### config.mk
export PLATFORM = sky130hd
export DESIGN_NAME = lcd_bus_sequencer
export DESIGN_NICKNAME = d
export VERILOG_FILES = /design/src/rtl/lcd_pkg.sv /design/src/rtl/lcd_delay_counter.sv /design/src/rtl/lcd_bus_sequencer.sv
export SDC_FILE = /design/constraint.sdc
export NUM_CORES = 1
export LEC_CHECK = 0
export ABC_AREA = 1
export BUFFER_PORTS_ARGS = -buffer_cell sky130_fd_sc_hd__buf_2
export CORE_UTILIZATION = 61
export DETAILED_ROUTE_END_ITERATION = 16
export PLACE_DENSITY = 0.81
export SKIP_LAST_GASP = 1
export SLEW_MARGIN = 10
export SYNTH_ARGS = -nofsm -noshare
export SYNTH_HDL_FRONTEND = slang
export SYNTH_HIERARCHICAL = 1
export SYNTH_SLANG_ARGS = --single-unit
export TNS_END_PERCENT = 50
### constraint.sdc
create_clock -name i_clk -period 3.1 [get_ports i_clk]
set_clock_uncertainty 0.05 [all_clocks]
set_input_delay 0.62 -clock i_clk [delete_from_list [all_inputs] [get_ports i_clk]]
set_output_delay 0.62 -clock i_clk [all_outputs]
set_load 0.1 [all_outputs]
### src/rtl/lcd_pkg.sv
// Shared types and constants for the 4-bit character-LCD bus sequencer.
// Timing defaults are clock-cycle counts; the instruction word is {RS, RW, D7..D0}.
package lcd_pkg;

    typedef enum logic [2:0] {
        StPwrWait,
        StNibSetup,
        StNibEn,
        StNibHold,
        StInitWait,
        StIdle,
        StGap,
        StCmdWait
    } state_e;

    // Selects where a finished nibble goes: init wait, inter-nibble gap or command wait.
    typedef enum logic [1:0] {
        PhInit,
        PhUpper,
        PhLower
    } phase_e;

    localparam int unsigned DEF_T_SETUP = 2;
    localparam int unsigned DEF_T_EN    = 12;
    localparam int unsigned DEF_T_HOLD  = 1;
    localparam int unsigned DEF_T_GAP   = 50;
    localparam int unsigned DEF_T_CMD   = 2000;
    localparam int unsigned DEF_T_PWR   = 750000;
    localparam int unsigned DEF_T_INIT1 = 205000;
    localparam int unsigned DEF_T_INIT2 = 5000;
    localparam int unsigned DEF_CW      = 20;

    localparam int unsigned INSTR_W   = 10;
    localparam int unsigned INSTR_RS  = 9;
    localparam int unsigned INSTR_RW  = 8;
    localparam int unsigned DATA_MSB  = 7;
    localparam int unsigned DATA_LSB  = 0;

    localparam logic [1:0] INIT_LAST_STEP = 2'd3;

    function automatic logic [3:0] init_nibble(input logic [1:0] step);
        return (step == INIT_LAST_STEP) ? 4'h2 : 4'h3;
    endfunction

endpackage

### src/rtl/lcd_delay_counter.sv
// Loadable down-counter that times every sequencer state.
// Saturates at zero so an idle state simply sits expired.
module lcd_delay_counter #(
    parameter int unsigned CW      = 20,
    parameter int unsigned RST_VAL = 0
) (
    input  logic          i_clk,
    input  logic          i_reset,
    input  logic          i_load,
    input  logic [CW-1:0] i_load_val,
    input  logic          i_dec,
    output logic          o_expired
);

    logic [CW-1:0] r_count;

    always_ff @(posedge i_clk or negedge i_reset) begin
        if (!i_reset) begin
            r_count <= CW'(RST_VAL);
        end else if (i_load) begin
            r_count <= i_load_val;
        end else if (i_dec && (r_count != '0)) begin
            r_count <= r_count - CW'(1);
        end
    end

    assign o_expired = (r_count == '0);

endmodule

### src/rtl/lcd_bus_sequencer.sv
// Drives the 4-bit LCD bus: autonomous power-on nibble init, then two-nibble
// instruction writes launched by a start/done handshake.
module lcd_bus_sequencer
    import lcd_pkg::*;
#(
    parameter int unsigned T_SETUP = DEF_T_SETUP,
    parameter int unsigned T_EN    = DEF_T_EN,
    parameter int unsigned T_HOLD  = DEF_T_HOLD,
    parameter int unsigned T_GAP   = DEF_T_GAP,
    parameter int unsigned T_CMD   = DEF_T_CMD,
    parameter int unsigned T_PWR   = DEF_T_PWR,
    parameter int unsigned T_INIT1 = DEF_T_INIT1,
    parameter int unsigned T_INIT2 = DEF_T_INIT2,
    parameter int unsigned CW      = DEF_CW
) (
    input  logic               i_clk,
    input  logic               i_reset,
    input  logic               i_start,
    input  logic [INSTR_W-1:0] i_instr,
    output logic               o_done,
    output logic               o_busy,
    output logic               o_init_done,
    output logic               o_lcd_e,
    output logic               o_lcd_rs,
    output logic               o_lcd_rw,
    output logic [3:0]         o_lcd_d
);

    state_e        r_state, w_state_d;
    phase_e        r_phase, w_phase_d;
    logic [1:0]    r_step, w_step_d;
    logic [3:0]    r_lcd_d, w_lcd_d_d;
    logic          r_lcd_rs, w_lcd_rs_d;
    logic [3:0]    r_lo_nib, w_lo_nib_d;
    logic          r_done, w_done_d;
    logic          r_init_done, w_init_done_d;

    logic          w_load;
    logic [CW-1:0] w_load_val;
    logic [CW-1:0] w_init_wait;
    logic          w_expired;
    logic          w_unused_rw;

    // Write-only bus: the RW bit of the instruction word has no effect.
    assign w_unused_rw = i_instr[INSTR_RW];

    lcd_delay_counter #(
        .CW      (CW),
        .RST_VAL (T_PWR - 1)
    ) u_delay (
        .i_clk      (i_clk),
        .i_reset    (i_reset),
        .i_load     (w_load),
        .i_load_val (w_load_val),
        .i_dec      (1'b1),
        .o_expired  (w_expired)
    );

    always_comb begin
        unique case (r_step)
            2'd0:    w_init_wait = CW'(T_INIT1 - 1);
            2'd1:    w_init_wait = CW'(T_INIT2 - 1);
            default: w_init_wait = CW'(T_CMD - 1);
        endcase
    end

    always_comb begin
        w_state_d     = r_state;
        w_phase_d     = r_phase;
        w_step_d      = r_step;
        w_lcd_d_d     = r_lcd_d;
        w_lcd_rs_d    = r_lcd_rs;
        w_lo_nib_d    = r_lo_nib;
        w_done_d      = 1'b0;
        w_init_done_d = r_init_done;
        w_load        = 1'b0;
        w_load_val    = '0;

        unique case (r_state)
            StPwrWait: begin
                if (w_expired) begin
                    w_state_d  = StNibSetup;
                    w_phase_d  = PhInit;
                    w_step_d   = 2'd0;
                    w_lcd_d_d  = init_nibble(2'd0);
                    w_lcd_rs_d = 1'b0;
                    w_load     = 1'b1;
                    w_load_val = CW'(T_SETUP - 1);
                end
            end
            StNibSetup: begin
                if (w_expired) begin
                    w_state_d  = StNibEn;
                    w_load     = 1'b1;
                    w_load_val = CW'(T_EN - 1);
                end
            end
            StNibEn: begin
                if (w_expired) begin
                    w_state_d  = StNibHold;
                    w_load     = 1'b1;
                    w_load_val = CW'(T_HOLD - 1);
                end
            end
            StNibHold: begin
                if (w_expired) begin
                    w_load = 1'b1;
                    unique case (r_phase)
                        PhInit: begin
                            w_state_d  = StInitWait;
                            w_load_val = w_init_wait;
                        end
                        PhUpper: begin
                            w_state_d  = StGap;
                            w_load_val = CW'(T_GAP - 1);
                        end
                        default: begin
                            w_state_d  = StCmdWait;
                            w_load_val = CW'(T_CMD - 1);
                        end
                    endcase
                end
            end
            StInitWait: begin
                if (w_expired) begin
                    if (r_step == INIT_LAST_STEP) begin
                        w_state_d     = StIdle;
                        w_init_done_d = 1'b1;
                    end else begin
                        w_state_d  = StNibSetup;
                        w_step_d   = r_step + 2'd1;
                        w_lcd_d_d  = init_nibble(r_step + 2'd1);
                        w_load     = 1'b1;
                        w_load_val = CW'(T_SETUP - 1);
                    end
                end
            end
            StIdle: begin
                if (i_start) begin
                    w_state_d  = StNibSetup;
                    w_phase_d  = PhUpper;
                    w_lcd_d_d  = i_instr[DATA_MSB -: 4];
                    w_lcd_rs_d = i_instr[INSTR_RS];
                    w_lo_nib_d = i_instr[DATA_LSB +: 4];
                    w_load     = 1'b1;
                    w_load_val = CW'(T_SETUP - 1);
                end
            end
            StGap: begin
                if (w_expired) begin
                    w_state_d  = StNibSetup;
                    w_phase_d  = PhLower;
                    w_lcd_d_d  = r_lo_nib;
                    w_load     = 1'b1;
                    w_load_val = CW'(T_SETUP - 1);
                end
            end
            StCmdWait: begin
                if (w_expired) begin
                    w_state_d = StIdle;
                    w_done_d  = 1'b1;
                end
            end
            default: begin
                w_state_d = StIdle;
            end
        endcase
    end

    always_ff @(posedge i_clk or negedge i_reset) begin
        if (!i_reset) begin
            r_state     <= StPwrWait;
            r_phase     <= PhInit;
            r_step      <= 2'd0;
            r_lcd_d     <= 4'h0;
            r_lcd_rs    <= 1'b0;
            r_lo_nib    <= 4'h0;
            r_done      <= 1'b0;
            r_init_done <= 1'b0;
        end else begin
            r_state     <= w_state_d;
            r_phase     <= w_phase_d;
            r_step      <= w_step_d;
            r_lcd_d     <= w_lcd_d_d;
            r_lcd_rs    <= w_lcd_rs_d;
            r_lo_nib    <= w_lo_nib_d;
            r_done      <= w_done_d;
            r_init_done <= w_init_done_d;
        end
    end

    // E decodes straight from the state register so reset drops it without waiting for a clock.
    assign o_lcd_e     = (r_state == StNibEn);
    assign o_busy      = (r_state != StIdle);
    assign o_done      = r_done;
    assign o_init_done = r_init_done;
    assign o_lcd_rs    = r_lcd_rs;
    assign o_lcd_rw    = 1'b0;
    assign o_lcd_d     = r_lcd_d;

endmodule

==> summary by stage, run 1 <==
Outcome
The flow ran to the end, and the final reports show no timing, DRC or antenna violations.

Clock tree
The clock slew at the register clock pins of the worst setup and hold paths is 0.07 ns. The TritonCTS buffer count is 5. The CTS tree is done. In this run, post-CTS hold repair placed 0 buffers. The root buffer selected by CTS is sky130_fd_sc_hd__clkbuf_8. The later-pin clock latency in the skew report is 0.29 ns. The number of clock sinks seen by CTS is 38. Gates resized during post-CTS repair numbered 0. The number of setup buffers added after CTS is 0. The H-tree was split into 2 levels.

The clock passes through at most 2 buffers.

Synthesis
The sequential share of the synthesized area is 32.8%. The post-synthesis cell area is 2950 um2. In the post-synthesis netlist, the biggest area contributors are sky130_fd_sc_hd__dfrtp_1 21%, sky130_fd_sc_hd__nand2_1 17%, sky130_fd_sc_hd__dfstp_2 12%.

The largest total area in the synthesized netlist belongs to sky130_fd_sc_hd__dfrtp_1. Yosys printed 6 warnings. In the synthesized netlist, the number of instances is 403.

Summed over its instances, the top area cell type makes up 21.2% of the synthesized netlist area. The average cell area after synthesis is 7.31 um2. Synthesis inferred 38 register bits. The number of distinct library cells after synthesis is 38.

STA
The pin slew with the least headroom to its limit is 0.873 ns. The number of max-slew violations in the final report came to 0. In the final timing run, aggregate negative setup slack is 0 ns.

The achievable clock frequency is 386 MHz. The total setup violations reported at the end of the flow is 0. The count of endpoints failing hold in the final timing report came to 0.

The normalized max-slew margin is 41.8%. For the finished layout, the period the worst path requires is 2.59 ns. The worst path meets setup with 0.510 ns of slack.

Setup repair after global routing left no endpoint under its margin. Hold timing on the final database bottoms out at a slack of 0.391 ns. The worst path uses 83.5% of the clock period.

Worst setup path
The data arrival time at the worst-slack endpoint is 2.73 ns. For the worst setup path, the data required time is 3.24 ns. The most numerous cell type found on the critical path is sky130_fd_sc_hd__nand2_1. The largest fanout on the critical path is 21. Walking the worst path, the cells encountered are inv_2 > ha_1 > nand2_1 > nor2_1 > nand2_1 > nor4_1 > buf_4 > nand2_1 > nand3_2 > inv_1 > nand2_4 > nand2_1 > o21ai_2. The library cell contributing the largest single delay on the critical path is sky130_fd_sc_hd__inv_1. STA classifies the critical path startpoint as a register. The worst setup slack for register-to-register paths is 0.51 ns.

By startpoint and endpoint, the worst setup path is classified as reg2reg. The worst setup path is captured at a register. The top cell family by delay on the critical path is buffers and inverters. The launch instance of the worst register-to-register path is u_delay/r_count[0]$_DFFE_PN1P_. The path depth of the worst reg2reg path is 13. The largest single stage delay on the critical path is 0.57 ns.

The sum of buffers and inverters on the critical path is 3. The worst register-to-register path ends at u_delay/r_count[4]$_DFFE_PN0P_.

Floorplanning
The floorplan has 24 rows. The die outline area is 5110 um2. 23 I/O pins were placed. The initial standard-cell utilization of the core is 65.4%. The total area inside the core boundary comes to 4500 um2.

The die width is 71.5 um. Measured along the y axis, the die boundary spans 71.5 um.

Pwr
The cell leakage power is 1.63 nW. IR analysis of the VDD net gives a maximum drop of 0.649 mV. The areal power density over the cells is 986 nW/um2.

Detailed routing
The routed wire length per instance is 13.0 um. The remaining design rule violation count is 0. The final layout contains routed wiring with a total length of 6180 um.

The total via count after detailed routing is 2,528. After the first detailed-routing iteration, the DRC count stood at 133. The detail route stage leaves a number of antenna-violating nets equal to 0. The first detailed-routing pass ran for 4 iterations. The via-per-instance ratio is 5.30.

Place
The setup slack at placement is 0.565 ns. The placer's final routability congestion estimate is 0.920. The HPWL after detailed placement is 4500 um.

The number of I/O port buffers is 20. After detailed placement, the design holds a cell count of 469.

Cells and area
In the final design database the tool counted 444 nets. The number of diodes is 0. Registers take 967 um2.

The area added between synthesis and finish is 7.69%. The number of fill cells in the layout is 387. The library cell used most frequently in the layout, excluding fill and tap cells, is sky130_fd_sc_hd__nand2_1. The multi-input combinational cells in the finished layout cover a total of 1730 um2.

The final standard cell utilization of the core is 70.4%. The share of cells above drive strength 1 is 23.1%. In the layout the commonest cells are 131 x sky130_fd_sc_hd__nand2_1, 51 x sky130_fd_sc_hd__nand3_1, 34 x sky130_fd_sc_hd__inv_1, 34 x sky130_fd_sc_hd__nor2_1, 25 x sky130_fd_sc_hd__dfrtp_1. The number of standard cells in the final layout excluding fillers is 477.

Global routing
Global routing used 27.4% of the available tracks. Entering global routing, the biggest net connects 39 pins. The initial antenna violation count is 0. The total global routing overflow is 0. The via count of the first global-routing pass is 2,552.

The first global-routing pass estimated 11,000 um of wire.

Worst hold path
The path type of the worst min-delay path is in2async.

Flow run
Across the run, the number of max-cap violations was 0.
## power breakdown
part / internal (mW) / switching, mW / leakage (nW)
clock: 0.319 / 0.181 / 0.0658
combinational: 0.503 / 1.15 / 1.11
sequential: 0.731 / 0.245 / 0.459
## area by class of cell
| cell class | instances | area share (%) |
|---|---|---|
| Tap cell | 52 | 2.05 |
| Sequential cell | 38 | 30.5 |
| Timing Repair Buffer | 22 | 3.63 |
| Clock inverter | 3 | 2.01 |
| Clock buffer | 5 | 2.17 |
| Multi-Input combinational cell | 318 | 54.5 |
| Inverter | 39 | 5.17 |
## Yosys cell counts (all sizes together)
library cell,number
nand2,153
nand3,56
nor2,51
inv,39
dfrtp,25
o21ai,14
dfstp,13
buf,11
xor2,10
ha,7
nand4,6
a21oi,5
clkbuf,2
conb,2
nor3,2
xnor2,2
a22oi,1
nor3b,1
nor4,1
o21a,1
o21bai,1
## flip-flops by register name (all words and copies together), names as in the netlist
name	cells
u_delay/r_count	20
o_lcd_d	4
r_lo_nib	4
r_state	3
r_phase	2
r_step	2
o_done	1
o_init_done	1
o_lcd_rs	1
## worst reg2reg max path, cell delays in order (launching register included)
cell                      delay, ns
sky130_fd_sc_hd__dfstp_2       0.55
sky130_fd_sc_hd__inv_2         0.08
sky130_fd_sc_hd__ha_1          0.22
sky130_fd_sc_hd__nand2_1       0.07
sky130_fd_sc_hd__nor2_1        0.06
sky130_fd_sc_hd__nand2_1       0.06
sky130_fd_sc_hd__nor4_1        0.05
sky130_fd_sc_hd__buf_4         0.17
sky130_fd_sc_hd__nand2_1       0.09
sky130_fd_sc_hd__nand3_2       0.08
sky130_fd_sc_hd__inv_1         0.57
sky130_fd_sc_hd__nand2_4       0.24
sky130_fd_sc_hd__nand2_1       0.15
sky130_fd_sc_hd__o21ai_2       0.05
## logic make-up after synthesis
family	after synthesis	synth area share [%]
xor+xnor	12	3.57
compound gates	22	4.76
buf+inv	52	9.13
simple gates	270	46.5
other cells	2	0.255
flops	38	32.8
fa+ha+maj	7	2.97
## worst max-delay path by stage
stage / depth (start not counted) / startpoint / to
2_1_floorplan: 16 / u_delay/r_count[0]$_DFFE_PN1P_ / u_delay/r_count[4]$_DFFE_PN0P_
3_3_place_gp: 13 / u_delay/r_count[0]$_DFFE_PN1P_ / u_delay/r_count[4]$_DFFE_PN0P_
5_1_grt: 13 / u_delay/r_count[0]$_DFFE_PN1P_ / u_delay/r_count[4]$_DFFE_PN0P_
3_5_place_dp: 13 / u_delay/r_count[0]$_DFFE_PN1P_ / u_delay/r_count[4]$_DFFE_PN0P_
6_report: 13 / u_delay/r_count[0]$_DFFE_PN1P_ / u_delay/r_count[4]$_DFFE_PN0P_
4_1_cts: 13 / u_delay/r_count[0]$_DFFE_PN1P_ / u_delay/r_count[4]$_DFFE_PN0P_
## per-stage QoR
stage          total power [mW]  area (um2)
6_report                   3.13        3170
5_1_grt                    3.38        3170
4_1_cts                    3.14        3170
3_5_place_dp               2.62        3040
3_3_place_gp               2.58        3040
2_1_floorplan              2.36        2970
## per-layer routing
metal / vias up / global-route usage, % / share of wire, %
li1: 1306 / - / -
met5: - / 0 / 0
met4: 0 / 8.06 / 1.2
met2: 50 / 51.0 / 53
met1: 1162 / 32.8 / 42
met3: 10 / 4.22 / 3.8
No activity file was read; power rests on OpenSTA's default activity.
==> inputs of run 2 (changes only) <==
--- a/config.mk
+++ b/config.mk
@@ -7,9 +7,9 @@
 export LEC_CHECK = 0
 export ABC_AREA = 1
 export BUFFER_PORTS_ARGS = -buffer_cell sky130_fd_sc_hd__buf_2
-export CORE_UTILIZATION = 61
+export CORE_UTILIZATION = 55
 export DETAILED_ROUTE_END_ITERATION = 16
-export PLACE_DENSITY = 0.81
+export PLACE_DENSITY = 0.77
 export SKIP_LAST_GASP = 1
 export SLEW_MARGIN = 10
 export SYNTH_ARGS = -nofsm -noshare
==> constraint.sdc (replaced) <==
create_clock -name i_clk -period 2.27 [get_ports i_clk]
set_clock_uncertainty 0.05 [all_clocks]
set_input_delay 0.454 -clock i_clk [delete_from_list [all_inputs] [get_ports i_clk]]
set_output_delay 0.454 -clock i_clk [all_outputs]
set_load 0.1 [all_outputs]
==> run 2 against run 1 <==
First-iteration DRC count up 56%. Worst setup slack got worse by 0.41 ns. Die area is 11% higher. Design area rose by 6.1%. Largest cell class unchanged. Critical path type is now reg2out. Clock power rose by 20%. Sequential share of layout area down 1.7 points. Highest routed layer unchanged. Critical path depth down 9. Combinational power increased by 50%. Global-route usage down 2.3 points.
==> summary by stage, run 2 (synthesis gave the netlist of run 1 again) <==
Global routing
The via count of the first global-routing pass is 2,417 (was 2,552). The total global routing overflow is 0 (unchanged). The global-route wire length before repair is 10,600 um (was 11,000 um).

The combined global-route utilization of all metal layers is 25.1% (was 27.4%). The largest net degree at the start of global routing was 39 (unchanged). The initial antenna violation count is 0 (unchanged).

Worst setup path
The element type at the critical path end is a primary output (was register). The longest individual stage delay on the worst path came to 0.56 ns (was 0.57 ns). The library cell contributing the largest single delay on the critical path was sky130_fd_sc_hd__dfrtp_1 (was sky130_fd_sc_hd__inv_1). The top cell family by delay on the critical path was buffers and inverters (unchanged). The sum of buffers and inverters on the critical path is 2 (was 3).

The largest fanout on the critical path is 5 (was 21). The data required time of the worst path is 1.77 ns (was 3.24 ns). The data arrival time at the worst-slack endpoint was 1.66 ns (was 2.73 ns).

Crit-path cells: buf_4 > nor2_4 > nand2_4 > buf_2 (was inv_2 > ha_1 > nand2_1 > nor2_1 > nand2_1 > nor4_1 > buf_4 > nand2_1 > nand3_2 > inv_1 > nand2_4 > nand2_1 > o21ai_2). The launch instance of the worst register-to-register path is u_delay/r_count[1]$_DFFE_PN1P_ (was u_delay/r_count[0]$_DFFE_PN1P_). The launching element of the worst setup path was r_state[1]$_DFFE_PN0P_ (was u_delay/r_count[0]$_DFFE_PN1P_). The class of the most critical setup path is reg2out (was reg2reg). The startpoint type of the worst setup path is a register (unchanged).

STA
The achievable clock frequency is 462 MHz. The shortest period the worst path allows is 2.17 ns. The total setup violations reported at the end of the flow came to 0 (unchanged).

In the finished design, the share of the clock period the worst path needs comes to 95.4%. The number of max-slew violations in the final report was 0 (unchanged). The setup slack of the critical path after layout was 0.104 ns (was 0.510 ns). The pin slew with the least headroom to its limit is 0.508 ns (was 0.873 ns). The count of endpoints failing hold in the final timing report was 0 (unchanged). The normalized max-slew margin came to 66.1% (was 41.8%).

Floorplanning
The die width is 75.2 um (was 71.5 um). The core box area is 5140 um2 (was 4500 um2). The initial standard-cell utilization of the core is 57.3% (was 65.4%).

The number of top-level pins was 23 (unchanged). The placement row count was 26 (was 24). The y dimension of the die is 75.2 um (was 71.5 um). The die outline area came to 5650 um2 (was 5110 um2).

Clock tree
The TritonCTS buffer count was 5 (unchanged). The root buffer selected by CTS is sky130_fd_sc_hd__clkbuf_8 (unchanged). The number of clock sinks seen by CTS came to 38 (unchanged). The deepest level of the CTS H-tree was 2 (unchanged). The clock slew at the register clock pins of the worst setup and hold paths is 0.08 ns (was 0.07 ns). The worst-case clock buffer depth came to 2 (unchanged). The CTS tree is done (unchanged). The later-pin clock latency in the skew report came to 0.30 ns (was 0.29 ns).

The number of buffers inserted for hold repair after clock tree synthesis came to 0 (unchanged).

Detailed routing
The via-per-instance ratio is 5.16 (was 5.30). The number of DRC markers in iteration 0 is 208 (was 133). The total length of routed wires is 6480 um (was 6180 um). The total via count after detailed routing is 2,620 (was 2,528). The first-pass detailed-route iteration total was 4 (unchanged). The residual antenna-violating net count after detailed routing was 0 (unchanged).

The routed wire length per instance is 12.7 um (was 13.0 um). The remaining design rule violation count came to 0 (unchanged).

Cells and area
The multi-input logic area is 1800 um2 (was 1730 um2). The area added between synthesis and finish is 14.2% (was 7.69%). Most frequent cells in the layout: 130 x sky130_fd_sc_hd__nand2_1, 49 x sky130_fd_sc_hd__nand3_1, 31 x sky130_fd_sc_hd__inv_1 (was 131 x sky130_fd_sc_hd__nand2_1, 51 x sky130_fd_sc_hd__nand3_1, 34 x sky130_fd_sc_hd__inv_1, 34 x sky130_fd_sc_hd__nor2_1, 25 x sky130_fd_sc_hd__dfrtp_1). The flip-flop count of the largest register after layout came to 20 (unchanged). The most frequent standard cell in the layout excluding fill and tap cells is sky130_fd_sc_hd__nand2_1 (unchanged).

The share of cells above drive strength 1 was 28.5% (was 23.1%). The register with the highest flop count is u_delay/r_count (unchanged). The register cell area after layout came to 967 um2 (unchanged). The number of fill cells in the layout is 454 (was 387). The post-route cell area is 3370 um2 (was 3170 um2). The number of diodes is 0 (unchanged).

The layout net count is 457 (was 444).

Pwr
The areal power density over the cells is 1290 nW/um2 (was 986 nW/um2). The worst supply voltage drop on vdd came to 0.913 mV (was 0.649 mV). The cell leakage power is 1.70 nW (was 1.63 nW).

Worst hold path
The path type of the worst min-delay path is in2async (unchanged).

Place
The setup slack at placement is 0.0358 ns (was 0.565 ns). The placer's final routability congestion estimate is 0.892 (was 0.920). The HPWL after detailed placement came to 4630 um (was 4500 um). The post-placement cell area is 3150 um2 (was 3040 um2).

The number of I/O port buffers was 20 (unchanged).

Flow run
The count of maximum capacitance violations is 0 (unchanged).

Outcome
Outcome: completed (unchanged).
[run 2: cell count changes in the layout (fill, tap and decap cells not counted), moves of 2 or more]
| cell | previous run | this run |
|---|---|---|
| sky130_fd_sc_hd__buf_4 | 2 | 11 |
| sky130_fd_sc_hd__nor2_1 | 34 | 30 |
| sky130_fd_sc_hd__nor2_2 | 5 | 9 |
| sky130_fd_sc_hd__buf_6 | 0 | 3 |
| sky130_fd_sc_hd__inv_1 | 34 | 31 |
| sky130_fd_sc_hd__clkinvlp_4 | 0 | 2 |
| sky130_fd_sc_hd__inv_2 | 2 | 4 |
| sky130_fd_sc_hd__nand3_1 | 51 | 49 |
| sky130_fd_sc_hd__nand3_4 | 1 | 3 |
[run 2: final cells by class]
| cell class | instances | share of cell area [%] |
|---|---|---|
| Clock inverter | 3 | 1.34 |
| Clock buffer | 5 | 2.04 |
| Tap cell | 70 | 2.60 |
| Sequential cell | 38 | 28.7 |
| Timing Repair Buffer | 35 | 6.88 |
| Multi-Input combinational cell | 318 | 53.5 |
| Inverter | 39 | 4.94 |
[run 2: final timing paths]
path                       slack (ns)                               to  cells past startpoint
max                              0.10                           o_busy                      4
min                              0.15   u_delay/r_count[4]$_DFFE_PN0P_                      2
max reg2reg                      0.13   u_delay/r_count[4]$_DFFE_PN0P_                     14
min reg2reg                      0.42          o_init_done$_DFFE_PN0P_                      1
max in group asynchronous        1.65  u_delay/r_count[19]$_DFFE_PN1P_                      2
min in group i_clk               0.33          r_lo_nib[0]$_DFFE_PN0P_                      3
[run 2: metal layers]
layer  global-route usage [%]  share of wire (%)  vias to the layer above  wire (um)
met5                        0                  0                        -          0
met4                     10.3                2.0                        0        129
met3                     4.42                3.2                       13        208
met2                     45.1                 52                       65       3380
met1                     29.6                 43                     1209       2760
li1                         -                  -                     1333          -
[run 2: where the power goes]
group	internal [mW]	switching [mW]	leakage [nW]	total, mW
Combinational	0.774	1.70	1.19	2.47
Sequential	1.00	0.289	0.459	1.29
Clock	0.327	0.272	0.0504	0.599
Total	2.10	2.26	1.70	4.36
[run 2: timing repair]
| action | in CTS | in global routing |
|---|---|---|
| buffers inserted | 0 | 2 |
| endpoints found under the hold margin | 0 | 0 |
| gates cloned | 0 | 0 |
| pin swaps | 0 | 7 |
| endpoints found under the setup margin | 1 | 28 |
| gates resized for setup | 1 | 22 |
[run 2: stage by stage]
step | TNS [ns] | total power, mW | hold slack [ns] | std cells | utilization, %
floorplan | 0 | 3.23 | 0.108 | 408 | -
global placement | 0 | 3.60 | 0.402 | 498 | 61.2
detailed placement | 0 | 3.65 | 0.405 | 498 | 61.2
CTS | 0 | 4.28 | 0.162 | 506 | 63.5
global route | -0.161 | 4.71 | 0.201 | 508 | 65.5
finish | 0 | 4.36 | 0.151 | 508 | 65.5
